==> config.mk <==
export PLATFORM = sky130hd
export DESIGN_NAME = issue_buff_ooo
export DESIGN_NICKNAME = d
export VERILOG_FILES = /design/src/rtl/issue_buff_ooo_pkg.sv /design/src/rtl/issue_buff_ooo_pick.sv /design/src/rtl/issue_buff_ooo.sv
export SDC_FILE = /design/constraint.sdc
export NUM_CORES = 2
export LEC_CHECK = 0
export ABC_CLOCK_PERIOD_IN_PS = 19120
export CELL_PAD_IN_SITES_DETAIL_PLACEMENT = 1
export CELL_PAD_IN_SITES_GLOBAL_PLACEMENT = 1
export CORE_ASPECT_RATIO = 0.5
export CORE_MARGIN = 8
export CORE_UTILIZATION = 34
export CTS_CLUSTER_DIAMETER = 40
export DETAILED_ROUTE_END_ITERATION = 16
export PLACE_DENSITY = 0.71
export SLEW_MARGIN = 20
export SYNTH_ARGS = -nofsm -noshare
export SYNTH_HDL_FRONTEND = slang
export SYNTH_SLANG_ARGS = --single-unit
==> constraint.sdc <==
create_clock -name clk -period 19.12 [get_ports clk]
set_input_delay 3.824 -clock clk [delete_from_list [all_inputs] [get_ports clk]]
set_output_delay 3.824 -clock clk [all_outputs]
set_load 0.005 [all_outputs]
==> src/rtl/issue_buff_ooo_pkg.sv <==
// Shared definitions for the out-of-order issue buffer.
//   - DEFAULT_FLAG_COUNT : default width of the completion-flag / dependency mask
//   - count_w(n)         : width of a port that counts 0..n (e.g. din_valid_ct, occupancy)
//   - index_w(n)         : width of a binary index into n entries (at least 1)
//   - deps_lsb / valid_bit : field offsets of the packed entry {valid, deps, payload}
package issue_pkg;

   localparam int DEFAULT_FLAG_COUNT = 10;

   function automatic int count_w(input int n);
      return $clog2(n) + 1;
   endfunction

   function automatic int index_w(input int n);
      return (n > 1) ? $clog2(n) : 1;
   endfunction

   // Entry layout, LSB first: payload [dw-1:0], deps [dw +: fc], valid [dw+fc]
   function automatic int deps_lsb(input int dw);
      return dw;
   endfunction

   function automatic int valid_bit(input int dw, input int fc);
      return dw + fc;
   endfunction

endpackage

==> src/rtl/issue_buff_ooo_pick.sv <==
// oldest_ready_pick: fixed-priority picker, lowest index wins.
// Ports:
//   i_req   in  N             request vector (bit 0 = oldest entry)
//   o_grant out N             one-hot grant of the lowest set request bit
//   o_idx   out index_w(N)    binary index of the granted bit (0 when none)
//   o_any   out 1             at least one request is set
module oldest_ready_pick
   import issue_pkg::*;
#(
   parameter int N = 8
)(
   input  logic [N-1:0]            i_req,
   output logic [N-1:0]            o_grant,
   output logic [index_w(N)-1:0]   o_idx,
   output logic                    o_any
);

   localparam int IW = index_w(N);

   always_comb begin
      o_idx = '0;
      // Scan from the top so the last hit is the lowest index.
      for (int i = N - 1; i >= 0; i--) begin
         if (i_req[i]) begin
            o_idx = IW'(i);
         end
      end
      // Isolate the lowest set bit.
      o_grant = i_req & (~i_req + N'(1));
      o_any   = |i_req;
   end

endmodule

==> src/rtl/issue_buff_ooo.sv <==
// issue_buff_ooo: age-ordered collapsing issue queue with dependency wakeup.
// Ports:
//   clk, rst       clock (rising edge), asynchronous active-high reset
//   din            PUSH_WIDTH payloads, slot 0 in the LSBs is the oldest
//   din_deps       per-slot dependency masks, same slot order
//   din_valid_ct   number of valid slots counted from slot 0
//   din_ready_ct   number of slots that will be accepted this cycle
//   dout           payload of the selected uop (0 when none selected)
//   dout_valid     a selected uop exists
//   dout_ready     execution port accepts dout
//   done_flags     level completion flags; set bit satisfies a dependency
//   flush          discard every entry at the next edge
//   occupancy      entries currently held
module issue_buff_ooo
   import issue_pkg::*;
#(
   parameter int DATA_WIDTH = 47,
   parameter int PUSH_WIDTH = 4,
   parameter int ELEMENTS   = 8,
   parameter int FLAG_COUNT = DEFAULT_FLAG_COUNT,
   parameter int IN_ORDER   = 0
)(
   input  logic                               clk,
   input  logic                               rst,
   input  logic [DATA_WIDTH*PUSH_WIDTH-1:0]   din,
   input  logic [FLAG_COUNT*PUSH_WIDTH-1:0]   din_deps,
   input  logic [count_w(PUSH_WIDTH)-1:0]     din_valid_ct,
   output logic [count_w(PUSH_WIDTH)-1:0]     din_ready_ct,
   output logic [DATA_WIDTH-1:0]              dout,
   output logic                               dout_valid,
   input  logic                               dout_ready,
   input  logic [FLAG_COUNT-1:0]              done_flags,
   input  logic                               flush,
   output logic [count_w(ELEMENTS)-1:0]       occupancy
);

   localparam int PCW = count_w(PUSH_WIDTH);
   localparam int OCW = count_w(ELEMENTS);
   localparam int IW  = index_w(ELEMENTS);
   localparam int DL  = deps_lsb(DATA_WIDTH);
   localparam int VB  = valid_bit(DATA_WIDTH, FLAG_COUNT);
   localparam int EW  = VB + 1;

   logic [EW-1:0]       w_entry [ELEMENTS];
   logic [OCW-1:0]      r_count;
   logic [ELEMENTS-1:0] w_ready;
   logic [ELEMENTS-1:0] w_req;
   logic [ELEMENTS-1:0] w_grant;
   logic [IW-1:0]       w_sel;
   logic                w_any;
   logic                w_pop;
   logic [OCW-1:0]      w_free;
   logic [OCW-1:0]      w_ready_ct;
   logic [OCW-1:0]      w_valid_ct;
   logic [OCW-1:0]      w_acc;
   logic [OCW-1:0]      w_base;
   logic [OCW-1:0]      w_count_next;

   // ---------------- selection ----------------
   // In-order mode only ever offers the head entry to the picker.
   assign w_req = (IN_ORDER != 0) ? (w_ready & ELEMENTS'(1)) : w_ready;

   oldest_ready_pick #(.N(ELEMENTS)) u_pick (
      .i_req   (w_req),
      .o_grant (w_grant),
      .o_idx   (w_sel),
      .o_any   (w_any)
   );

   always_comb begin
      dout = '0;
      for (int i = 0; i < ELEMENTS; i++) begin
         if (w_grant[i]) begin
            dout = dout | w_entry[i][DATA_WIDTH-1:0];
         end
      end
   end

   assign dout_valid = w_any;
   assign w_pop      = w_any && dout_ready;

   // ---------------- counts ----------------
   // Ready count depends only on registered occupancy, so a pop this cycle
   // does not raise it until the next cycle.
   assign w_free       = OCW'(ELEMENTS) - r_count;
   assign w_ready_ct   = (w_free > OCW'(PUSH_WIDTH)) ? OCW'(PUSH_WIDTH) : w_free;
   assign din_ready_ct = PCW'(w_ready_ct);
   assign w_valid_ct   = OCW'(din_valid_ct);
   assign w_acc        = (w_valid_ct < w_ready_ct) ? w_valid_ct : w_ready_ct;
   assign w_base       = r_count - OCW'(w_pop);
   assign w_count_next = flush ? '0 : (w_base + w_acc);
   assign occupancy    = r_count;

   always_ff @(posedge clk or posedge rst) begin
      if (rst) begin
         r_count <= '0;
      end else begin
         r_count <= w_count_next;
      end
   end

   // ---------------- per-entry storage ----------------
   genvar gi;
   generate
      for (gi = 0; gi < ELEMENTS; gi++) begin : g_ent
         localparam logic [OCW-1:0] IDX = OCW'(gi);
         logic [EW-1:0] r_entry;
         logic [EW-1:0] w_next;
         logic [EW-1:0] w_above;

         if (gi < ELEMENTS - 1) begin : g_up
            assign w_above = w_entry[gi+1];
         end else begin : g_top
            assign w_above = '0;
         end

         assign w_entry[gi] = r_entry;
         assign w_ready[gi] = r_entry[VB] &&
                              ((r_entry[DL +: FLAG_COUNT] & ~done_flags) == '0);

         always_comb begin
            w_next = r_entry;
            // Compaction: the popped slot and everything above it take the
            // entry from one index higher, preserving age order.
            if (w_pop && (IDX >= OCW'(w_sel))) begin
               w_next = w_above;
            end
            // Push lands just past the post-pop occupancy.
            for (int k = 0; k < PUSH_WIDTH; k++) begin
               if ((OCW'(k) < w_acc) && (IDX == w_base + OCW'(k))) begin
                  w_next[DATA_WIDTH-1:0]   = din[k*DATA_WIDTH +: DATA_WIDTH];
                  w_next[DL +: FLAG_COUNT] = din_deps[k*FLAG_COUNT +: FLAG_COUNT];
               end
            end
            // Valid bits stay contiguous from index 0.
            w_next[VB] = !flush && (IDX < w_count_next);
         end

         always_ff @(posedge clk or posedge rst) begin
            if (rst) begin
               r_entry <= '0;
            end else begin
               r_entry <= w_next;
            end
         end
      end
   endgenerate

endmodule

==> flow_metrics.tcl <==
set metrics [dict create \
    outcome "finished clean" \
    grt_usage_pct 34.2 \
    gp_congestion 0.930 \
    critPathKind "in -> reg" \
    synth_edf_count 0 \
    clock_path_buffers 3 \
    synth_ff_type "dfrtp_1" \
    crit_path_start_kind "input port" \
    synthTopCellsByArea "dfrtp_1 30%, nor2_1 8.5%, o211ai_1 5.3%, clkbuf_1 4.9%, a22oi_1 4.2%" \
    fp.dieW_um 497 \
    rows 88 \
    synth_top_cell_by_area "dfrtp_1" \
    max_cap_violations 0 \
    grt_setup_unrepaired "no" \
    synth-seq-cells 467 \
    slew_headroom_pct 11.9 \
    ctsResizeCount 0 \
    synth_top_area_share_pct 29.7 \
    fp.dieH_um 256 \
    synthTopCellsByCount "886 x nor2_1, 518 x clkbuf_1, 467 x dfrtp_1" \
    final.min_clock_period_ns 12.77 \
    final.period_utilization_pct 66.8 \
    io_pins 300 \
    grt_max_degree 147 \
    crit_fanout 68 \
    io_buffers 299 \
    drt_iter0_markers 7718 \
    core_area_um2 115000 \
    netlist_area_um2 39300 \
    clk_latency_ns 0.73 \
    cts.htree.levels 3 \
    finalSetupTns_ns 0 \
    dieArea_um2 127000 \
    ant_nets 0 \
    end_kind "flop" \
    syn-instance-count 5218 \
    yosysWarnings 0 \
    start_util_pct 34.2 \
    critPathArrivalTime_ns 13.39 \
    postSynth.asyncResetShare_pct 100 \
    layout-drive-gt1-share_pct 8.05 \
    grt_pass1_vias 50231 \
    totalWireLength_mm 228 \
    ys_seq_area_share_pct 29.7 \
    dr.pass1.iters 9 \
    hold_path.class "reg -> reg" \
    via_count 47875 \
    hold_violations 0 \
    dpl.hpwl_mm 129 \
    synth_nets 5474 \
    grt_pass1_wl_mm 335 \
    final_nets 5179 \
    overflow 0 \
    yosysMostFrequentCell "nor2_1" \
    post_cts_buffers 0 \
    r2r_slack_ns 9.75 \
    finalClockSkew_ns 0.0531 \
    clk_pin_slew_ns 0.06 \
    maxSlewViolCount 0 \
    wl_per_cell_um 34.8 \
    drc 0 \
    max_slew.worst_pin.slew_ns 1.32 \
    syn_to_final_growth_pct 16.2 \
    drt-vias-per-instance 7.32 \
    nFillCells 13677 \
    avgSynthCellArea_um2 7.53 \
    numClockSinks 467 \
    synth.distinct_cells 80 \
    postCtsHoldBufs 0 \
    cts_tree "yes" \
    max_freq_mhz 78.3 \
    setup_violations 0 \
    antenna_found_initial 26 \
    cts_root_buf "clkbuf_16" \
    cts_buffers 86 \
    required_ns 19.74 \
]
layer usage:
metal  global-route usage (%)  wire length (um)  vias to the layer above  share of wire, %
met2                     49.9             95100                     4017                42
met3                     11.3             32200                     1070                14
met1                     43.7             86000                    23918                38
met4                     20.3             14600                        6               6.4
li1                         -                 -                    18864                 -
met5                        0                38                        -             0.017
placed cells by master (no fill, tap or decap), types with 120 or more instances in the layout:
master           count
nor2_1             876
dfrtp_1            467
nand2_1            402
clkdlybuf4s50_1    299
o211ai_1           275
a31oi_1            228
a22oi_1            218
inv_1              161
mux2i_1            161
a21oi_1            124
nor3_1             120
or4_1              120
worst max-delay path, cell delays in order:
cell and delay (ns):
clkdlybuf4s50_1 0.60, nand2b_1 0.24, o2111ai_1 0.08, or4_4 0.46, nand4b_1 0.42, or4_1 0.73
nand2_1 0.18, inv_1 0.06, ha_1 0.22, ha_2 0.24, nor2b_1 0.19, nor2_4 0.13
buf_4 0.98, inv_1 0.37, ha_1 0.76, nand2_1 0.20, a211oi_4 0.78, buf_4 0.92
or4_4 0.73, buf_4 0.78, nor2_1 0.10, a31oi_1 0.17
flip-flops by register name, summed over array words and instances (netlist names):
register       cells
g_ent.r_entry     58
occupancy          3
g_ent.w_above    406
cells by family (layout without fill, tap and decap cells):
kind of cell             Yosys count  after routing  synth area share, %
AO/OA/AOI/OAI                   1765           1765                 34.7
XOR/XNOR                           7              7                0.156
adder cells (fa/ha/maj)           11             11                0.369
buffers and inverters            953            728                 9.55
flip-flops                       467            467                 29.7
multiplexers                     163            163                 4.19
other                              0             20                    0
AND/OR/NAND/NOR                 1852           1852                 21.4
worst paths after layout:
kind | from | endpoint | cells past startpoint
max | done_flags[0] | g_ent[0].r_entry[11] | 22
max in group asynchronous | rst | g_ent[4].w_above[4] | 6
min in group asynchronous | rst | g_ent[6].w_above[42] | 2
max reg2reg | g_ent[0].r_entry[49] | g_ent[0].r_entry[11] | 21
min | g_ent[6].w_above[52] | g_ent[6].w_above[52] | 1
min reg2reg | g_ent[6].w_above[52] | g_ent[6].w_above[52] | 1
per-stage QoR:
stage               utilization (%)  instance area, um^2  setup slack [ns]  instances  hold WS [ns]
finish                         39.7                45700              6.35       6543         0.474
global route                   39.7                45700              6.27       6541         0.483
global placement               36.9                42400              6.47       6360         0.461
CTS                            39.6                45500              6.91       6520         0.477
floorplan                         -                39300              2.27       5218         0.449
detailed placement             36.9                42400              6.20       6362         0.465
area by class of cell:
cell class / count / area [um^2] / share of cell area [%]
Inverter: 165 / 634 / 1.39
Tap cell: 1530 / 1910 / 4.19
Sequential cell: 467 / 11700 / 25.6
Antenna cell: 20 / 50.0 / 0.110
Multi-Input combinational cell: 3798 / 24400 / 53.4
Clock inverter: 49 / 606 / 1.33
Clock buffer: 109 / 2460 / 5.39
Timing Repair Buffer: 405 / 3920 / 8.59
Power is left out: the tool's default activity adds up to more than one toggle a clock period on the data nets, which glitch-free logic cannot reach.
